--- config.mk ---
export PLATFORM = sky130hd
export DESIGN_NAME = washer_panel_input_flat
export DESIGN_NICKNAME = d
export VERILOG_FILES = /design/src/rtl/washer_panel_input_pkg.sv /design/src/rtl/washer_panel_input_if.sv /design/src/rtl/washer_panel_input_debounce.sv /design/src/rtl/washer_panel_input.sv /design/src/flat_wrapper.sv
export SDC_FILE = /design/constraint.sdc
export NUM_CORES = 1
export LEC_CHECK = 0
export ABC_AREA = 1
export CAP_MARGIN = 0
export CORE_UTILIZATION = 50
export DETAILED_ROUTE_END_ITERATION = 16
export GPL_TIMING_DRIVEN = 0
export PLACE_DENSITY = 0.66
export SETUP_SLACK_MARGIN = 0.05
export SLEW_MARGIN = 25
export SYNTH_ARGS = -nofsm -noshare
export SYNTH_HDL_FRONTEND = slang
export SYNTH_SLANG_ARGS = --single-unit
--- constraint.sdc ---
create_clock -name clk -period 3.4 [get_ports clk]
set_input_delay 0.68 -clock clk [delete_from_list [all_inputs] [get_ports clk]]
set_output_delay 0.68 -clock clk [all_outputs]
set_load 0.02 [all_outputs]
--- src/rtl/washer_panel_input_pkg.sv ---
// Shared washer encodings: panel selections and panel FSM states,
// reused by the cycle controller.
package washer_pkg;

  typedef enum logic [1:0] {
    LOAD_SMALL   = 2'b00,
    LOAD_MEDIUM  = 2'b01,
    LOAD_LARGE   = 2'b10,
    LOAD_INVALID = 2'b11
  } load_e;

  typedef enum logic [1:0] {
    TEMP_HOT     = 2'b00,
    TEMP_WARM    = 2'b01,
    TEMP_COLD    = 2'b10,
    TEMP_INVALID = 2'b11
  } temp_e;

  typedef enum logic [1:0] {
    P_IDLE = 2'd0,
    P_REQ  = 2'd1,
    P_HOLD = 2'd2
  } panel_state_e;

endpackage

--- src/rtl/washer_panel_input_if.sv ---
// Panel-to-controller link: start handshake, frozen cycle configuration
// and live panel status.
interface washer_panel_if;
  logic       start_req;
  logic       start_ack;
  logic [1:0] cfg_load;
  logic [1:0] cfg_temp;
  logic       cfg_rinse2;
  logic       cfg_spin2;
  logic       lid_open;
  logic       sel_valid;
  logic       err_sticky;

  modport master (
    output start_req, cfg_load, cfg_temp, cfg_rinse2, cfg_spin2,
           lid_open, sel_valid, err_sticky,
    input  start_ack
  );

  modport slave (
    input  start_req, cfg_load, cfg_temp, cfg_rinse2, cfg_spin2,
           lid_open, sel_valid, err_sticky,
    output start_ack
  );
endinterface

--- src/rtl/washer_panel_input_debounce.sv ---
// One panel input: 2-flop synchroniser followed by a stability counter that
// only lets the debounced value follow after DEBOUNCE_CYCLES steady cycles.
module debounce_cell #(
  parameter int DEBOUNCE_CYCLES = 360_000,
  parameter int CNT_WIDTH       = 19
) (
  input  logic clk,
  input  logic rst_n,
  input  logic din,
  output logic dout
);

  localparam logic [CNT_WIDTH-1:0] CNT_LAST = CNT_WIDTH'(DEBOUNCE_CYCLES - 1);

  logic                 sync1;
  logic                 sync2;
  logic [CNT_WIDTH-1:0] cnt;

  // Any return to the stable value restarts the count, so short glitches vanish.
  always_ff @(posedge clk or negedge rst_n) begin
    if (!rst_n) begin
      sync1 <= 1'b0;
      sync2 <= 1'b0;
      cnt   <= '0;
      dout  <= 1'b0;
    end else begin
      sync1 <= din;
      sync2 <= sync1;
      if (sync2 == dout) begin
        cnt <= '0;
      end else if (cnt == CNT_LAST) begin
        dout <= sync2;
        cnt  <= '0;
      end else begin
        cnt <= cnt + 1'b1;
      end
    end
  end

endmodule

--- src/rtl/washer_panel_input.sv ---
// Front-panel conditioner: debounces switches and start button, validates the
// selection and hands a latched configuration to the cycle controller.
module washer_panel_input
  import washer_pkg::*;
#(
  parameter int DEBOUNCE_CYCLES = 360_000,
  parameter int CNT_WIDTH       = 19
) (
  input  logic           clk,
  input  logic           rst_n,
  input  logic [6:0]     sw_raw,
  input  logic           start_raw,
  washer_panel_if.master bus
);

  logic [7:0]   raw_in;
  logic [7:0]   deb;
  logic         start_prev;
  logic         press;
  logic         sel_valid_q;
  logic         start_req_q, start_req_next;
  logic         err_q, err_next;
  logic [1:0]   load_q, load_next;
  logic [1:0]   temp_q, temp_next;
  logic         rinse2_q, rinse2_next;
  logic         spin2_q, spin2_next;
  panel_state_e state, state_next;

  assign raw_in = {start_raw, sw_raw};

  for (genvar i = 0; i < 8; i++) begin : g_deb
    debounce_cell #(
      .DEBOUNCE_CYCLES(DEBOUNCE_CYCLES),
      .CNT_WIDTH      (CNT_WIDTH)
    ) u_cell (
      .clk  (clk),
      .rst_n(rst_n),
      .din  (raw_in[i]),
      .dout (deb[i])
    );
  end

  assign press = deb[7] & ~start_prev;

  always_ff @(posedge clk or negedge rst_n) begin
    if (!rst_n) begin
      state       <= P_IDLE;
      start_prev  <= 1'b0;
      sel_valid_q <= 1'b0;
      start_req_q <= 1'b0;
      err_q       <= 1'b0;
      load_q      <= '0;
      temp_q      <= '0;
      rinse2_q    <= 1'b0;
      spin2_q     <= 1'b0;
    end else begin
      state       <= state_next;
      start_prev  <= deb[7];
      sel_valid_q <= (deb[1:0] != LOAD_INVALID) && (deb[3:2] != TEMP_INVALID);
      start_req_q <= start_req_next;
      err_q       <= err_next;
      load_q      <= load_next;
      temp_q      <= temp_next;
      rinse2_q    <= rinse2_next;
      spin2_q     <= spin2_next;
    end
  end

  // The ack is checked before the lid so a same-cycle ack still starts the cycle.
  always_comb begin
    state_next     = state;
    start_req_next = start_req_q;
    err_next       = err_q;
    load_next      = load_q;
    temp_next      = temp_q;
    rinse2_next    = rinse2_q;
    spin2_next     = spin2_q;
    case (state)
      P_IDLE: begin
        if (press) begin
          if (sel_valid_q && !deb[6]) begin
            load_next      = deb[1:0];
            temp_next      = deb[3:2];
            rinse2_next    = deb[4];
            spin2_next     = deb[5];
            start_req_next = 1'b1;
            err_next       = 1'b0;
            state_next     = P_REQ;
          end else begin
            err_next = 1'b1;
          end
        end
      end
      P_REQ: begin
        start_req_next = 1'b1;
        if (bus.start_ack) begin
          start_req_next = 1'b0;
          state_next     = P_HOLD;
        end else if (deb[6]) begin
          start_req_next = 1'b0;
          err_next       = 1'b1;
          state_next     = P_IDLE;
        end
      end
      P_HOLD: begin
        start_req_next = 1'b0;
        if (!deb[7]) begin
          state_next = P_IDLE;
        end
      end
      default: begin
        start_req_next = 1'b0;
        state_next     = P_IDLE;
      end
    endcase
  end

  assign bus.start_req  = start_req_q;
  assign bus.cfg_load   = load_q;
  assign bus.cfg_temp   = temp_q;
  assign bus.cfg_rinse2 = rinse2_q;
  assign bus.cfg_spin2  = spin2_q;
  assign bus.lid_open   = deb[6];
  assign bus.sel_valid  = sel_valid_q;
  assign bus.err_sticky = err_q;

endmodule
--- src/flat_wrapper.sv ---
// flat-port wrapper written by rule: the top's interface ports become plain ports
module washer_panel_input_flat import washer_pkg::*;
#(
  parameter int DEBOUNCE_CYCLES = 360_000,
  parameter int CNT_WIDTH       = 19
)
  (clk, rst_n, sw_raw, start_raw, bus_start_req, bus_cfg_load, bus_cfg_temp, bus_cfg_rinse2, bus_cfg_spin2, bus_lid_open, bus_sel_valid, bus_err_sticky, bus_start_ack);
  washer_panel_if bus_i ();
  input  logic clk;
  input  logic rst_n;
  input  logic [6:0] sw_raw;
  input  logic start_raw;
  output wire logic [$bits(bus_i.start_req)-1:0] bus_start_req;
  output wire logic [$bits(bus_i.cfg_load)-1:0] bus_cfg_load;
  output wire logic [$bits(bus_i.cfg_temp)-1:0] bus_cfg_temp;
  output wire logic [$bits(bus_i.cfg_rinse2)-1:0] bus_cfg_rinse2;
  output wire logic [$bits(bus_i.cfg_spin2)-1:0] bus_cfg_spin2;
  output wire logic [$bits(bus_i.lid_open)-1:0] bus_lid_open;
  output wire logic [$bits(bus_i.sel_valid)-1:0] bus_sel_valid;
  output wire logic [$bits(bus_i.err_sticky)-1:0] bus_err_sticky;
  input wire logic [$bits(bus_i.start_ack)-1:0] bus_start_ack;
  assign bus_start_req = bus_i.start_req;
  assign bus_cfg_load = bus_i.cfg_load;
  assign bus_cfg_temp = bus_i.cfg_temp;
  assign bus_cfg_rinse2 = bus_i.cfg_rinse2;
  assign bus_cfg_spin2 = bus_i.cfg_spin2;
  assign bus_lid_open = bus_i.lid_open;
  assign bus_sel_valid = bus_i.sel_valid;
  assign bus_err_sticky = bus_i.err_sticky;
  assign bus_i.start_ack = bus_start_ack;
  washer_panel_input #(.DEBOUNCE_CYCLES(DEBOUNCE_CYCLES), .CNT_WIDTH(CNT_WIDTH)) u_core (.clk(clk), .rst_n(rst_n), .sw_raw(sw_raw), .start_raw(start_raw), .bus(bus_i));
endmodule
; ---- After elaboration in Yosys (flattened, before gate mapping)
; Index checks and enable logic that the tools add are counted.
[totals]
wordCells = 134
inputBits = 11
regBits = 188
[classes]
add_sub_neg = 8
muxes = 32
reduce_logical = 17
eq_ne = 26
bitwise = 10
[op_table]
columns = operator, count
row1 = $mux 19, 16
row2 = $add 19x1->19 const B, 8
row3 = $eq 19x19->1 const B, 8
row4 = $reduce_and 2->1, 9
row5 = $mux 2, 5
row6 = $ne 2x2->1 const B, 5
row7 = $not 1->1, 9
row8 = $eq 1x1->1, 8
row9 = $mux 1, 8
row10 = $reduce_and 4->1, 2
row11 = $pmux 2 s3, 1
row12 = $ne 2x1->1 const B, 2
row13 = $pmux 1 s2, 2
row14 = $ne 3x3->1 const B, 1
row15 = $reduce_and 3->1, 1
row16 = $eq 2x1->1 const B, 1
row17 = $eq 2x2->1 const B, 1
row18 = $logic_and 1x1->1, 2
row19 = $logic_not 2->1, 1
row20 = $reduce_bool 2->1, 1
row21 = $and 1x1->1, 1
row22 = $logic_not 1->1, 1

; ---- Logic depth before layout (Yosys ltp)
[depth]
word_depth = 5
ltp_mapped = 8

; ---- Hierarchy
; A second synthesis with hierarchy kept.
[unflattened]
cells_unflattened = 1236
area_unflattened_um2 = 10590.2
[modules_own_cells]
columns = module, area_each_um2, cells_each, n_inst
row1 = debounce_cell, 1253.7, 147, 8
row2 = washer_panel_input, 560.5, 60, 1

; ---- Least setup slack after synthesis
; OpenSTA, ideal clock, no wires.
[synth_timing]
kind = flip-flop to flip-flop
startpoint = register u_core.g_deb[6].u_cell.dout
endpoint = register u_core.temp_q[0], in the netlist u_core.bus.cfg_temp[0]
setup_time_ns = 0.117
arrival_ns = 1.214
path_stages_with_launch = 8
synth_period_minus_slack_ns = 1.331
setup_slack_ns = 2.069
required_ns = 3.283
path_buffers = 1
cell_sequence = dfrtp_1 > inv_1 > nand2_1 > nor3_4 > inv_2 > buf_6 > nand2_2 > o21ai_2
[synth_via]
elab_chain_cells = 3
[synth_lines]
columns = item, line_no
row1 = start: declaration, washer_panel_input_debounce.sv:10  ; output logic dout
row2 = start signal: assignment, washer_panel_input_debounce.sv:32  ; dout <= sync2;
row3 = $logic_not 1->1, washer_panel_input.sv:81  ; if (sel_valid_q && !deb[6]) begin
row4 = $logic_and 1x1->1, washer_panel_input.sv:81
row5 = $reduce_and 3->1 (no line), -
row6 = end signal: assignment, washer_panel_input.sv:63  ; temp_q <= temp_next;
row7 = end: declaration, washer_panel_input.sv:24  ; logic [1:0] temp_q, temp_next;
; No other way between the ends.
; A chain may end at the register's enable or synchronous reset.

; ---- Worst setup path in the final report
[layout_timing]
startpoint = register u_core.g_deb[6].u_cell.dout
endpoint = output bus_lid_open
[layout_rtl]
columns = item, line_no
row1 = end: declaration, flat_wrapper.sv:18  ; output wire logic [$bits(bus_i.lid_open)-1:0] bus_lid_open;
; No word-level cell between the ends.

==> flow_summary.ini <==
[routing]
antenna_left = 0
routedWlPerCell_um = 12.1
viasPerCell = 4.86
drc_errors = 0
wl_um = 18100
drt-pass1-iter-count = 5
vias = 7270
drt_iter0_drc = 385

[clocking]
cts_resized = 0
ctsHoldBuffers = 0
clk_transition_reported_paths_ns = 0.07
cts_made_buffers = 17
cts_tree = built
htree_levels = 4
cts.repair_timing.setup_buffer_count = 0
cts-root-buf = clkbuf_16
cts_buffer_depth = 2
clkLatencyLatePin_ns = 0.44
clkSinkCount = 188

[floorplan]
fp.coreArea_um2 = 18700
start_util_pct = 51.0
pin_count = 21
fp.dieW_um = 140
fp.dieH_um = 140
die-area_um2 = 19600
num_rows = 50

[final_layout]
final_nets = 1268
drive_above_1_share_pct = 7.45
seqCellArea_um2 = 4700
multi_input_area_um2 = 4240
num_antenna_cells = 0
areaGrowthSynthToFinish_pct = 12.0
n_fill_cell = 1680

[worst_setup_path]
path_cells = clkdlybuf4s50_1
slowest_stage = clkdlybuf4s50_1
worst_ep_arrival_time_ns = 1.50
crit_path_end_kind = primary output
crit_type = flop to primary output
start_kind = flop
cpLargestDelayFamily = buffers and inverters
cp_max_fo = 4
crit_required_ns = 2.72
slowest_delay_ns = 0.64
worst-path-buf-inv = 1

[yosys]
avgSynthCellArea_um2 = 7.89
ys_seq_elements = 188
synth_cell_type_count = 33
synth_top_area_cell = dfrtp_1
syn_area_um2 = 9540
yosysWarnings = 0
synth.most_common_cell = nor2_1
synth-edff-count = 0
seq_area_frac_synth_pct = 49.3
synth_fp_nets = 1227
synth_area_leaders = dfrtp_1, nor2_1, nand2_1
async_flop_share_pct = 100
ys.flop_type = dfrtp_1
postSynthCellCount = 1208
synth_top_area_share_pct = 49.3
synth_commonest_cells = nor2_1, nand2_1, dfrtp_1

[placed_design]
gp_congestion = 0.847
dp_hpwl_um = 12600
dp_slack_ns = 1.67
io_buffer_count = 20

[sta]
hold_viol = 0
clock-skew-final_ns = 0.0119
period_needed_ns = 2.18
timing.final.crit_share_pct = 64.1
worstMarginPinSlew_ns = 0.508
drv_slew = 0
worst_slack_ns = 1.22
setup_violations = 0
rsz0062_at_grt = no
timing.hold.ws_ns = 0.0931
slew_headroom_pct = 66.0
timing.fmax_ghz = 0.459

[global_routing]
grt_pass1_vias = 7132
grt_usage_pct = 20.4
overflow = 0
grt_max_degree = 95
grt_first_pass_wirelength_um = 32500
antenna_found_initial = 0

[pwr]
ir_worst_vdd_mv = 0.323
power.density_nw_per_um2 = 416
p_leak_nw = 4.75

[outcome]
status = finished, final reports clean

[hold_path]
hold_path.class = input pin to async pin

[flow_run]
cap_violations = 0
-- through the flow --
step	TNS (ns)	cells	total power, mW	utilization, %	area (um^2)
2_1_floorplan	0	1208	2.40	-	9540
4_1_cts	0	1496	4.51	57.1	10700
3_3_place_gp	-1170.41	1462	2.48	53.6	10000
5_1_grt	0	1496	4.61	57.1	10700
3_5_place_dp	0	1464	2.49	53.9	10100
6_report	0	1496	4.44	57.1	10700
-- kinds of logic after synthesis --
kind of cell,Yosys count,share of synthesized area (%)
buffers and inverters,152,6.18
DFF,188,49.3
adders and majority gates,8,1.05
xor gates and xnor gates,81,7.68
and+or+nand+nor,726,32.6
AOI/OAI and AO/OA,53,3.19
-- report_power, final --
group          leakage (nW)  switching [mW]  internal [mW]
combinational          1.90           0.103         0.0475
sequential             2.56          0.0218           2.27
clock                 0.279           0.872           1.13
-- sequential cells by signal, summed over array words and instances, names as in the netlist, 2 cells and up --
signal and cells:
u_core.g_deb.u_cell.cnt 152, u_core.g_deb.u_cell.dout 8, u_core.g_deb.u_cell.sync1 8, u_core.g_deb.u_cell.sync2 8, u_core.bus.cfg_load 2, u_core.bus.cfg_temp 2, u_core.state 2
-- worst paths after layout --
check | start | depth (start not counted) | endpoint | slack [ns]
min in group clk | u_core.g_deb[2].u_cell.sync1 | 0 | u_core.g_deb[2].u_cell.sync2 | 0.35
worst max-delay path | u_core.g_deb[6].u_cell.dout | 1 | bus_lid_open | 1.22
max in group asynchronous | rst_n | 3 | u_core.g_deb[1].u_cell.cnt[18] | 2.24
worst min-delay path | rst_n | 1 | u_core.g_deb[6].u_cell.cnt[1] | 0.09
worst min register to register | u_core.g_deb[2].u_cell.sync1 | 0 | u_core.g_deb[2].u_cell.sync2 | 0.35
worst max register to register | u_core.g_deb[1].u_cell.cnt[0] | 6 | u_core.g_deb[1].u_cell.cnt[9] | 1.79
-- cells in the final DEF, fill, tap and decap left out, drive strengths merged, types with 18 or more instances in the layout --
| cell type | instances |
|---|---|
| inv | 152 |
| clkbuf | 20 |
| a21oi | 24 |
| xor2 | 63 |
| nor2 | 312 |
| xnor2 | 18 |
| nand2 | 275 |
| nand3 | 110 |
| clkdlybuf4s50 | 19 |
| dfrtp | 188 |
-- cell type report --
type | count | area share (%)
well taps | 234 | 2.74
clock buffers | 20 | 4.28
clock inverters | 12 | 1.27
multi-input cells | 868 | 39.7
flip-flops and latches | 188 | 44.0
inverters | 149 | 5.24
plain buffers | 3 | 0.281
repair buffers | 22 | 2.44
-- layer usage --
| metal | track usage, % | up-vias | share of wire, % |
|---|---|---|---|
| li1 | - | 3821 | - |
| met1 | 28.2 | 3343 | 50 |
| met2 | 32.4 | 85 | 45 |
| met3 | 3.59 | 21 | 3.0 |
| met4 | 7.06 | 0 | 1.5 |
| met5 | 0 | - | 0 |
(Power assumes the default switching activity.)
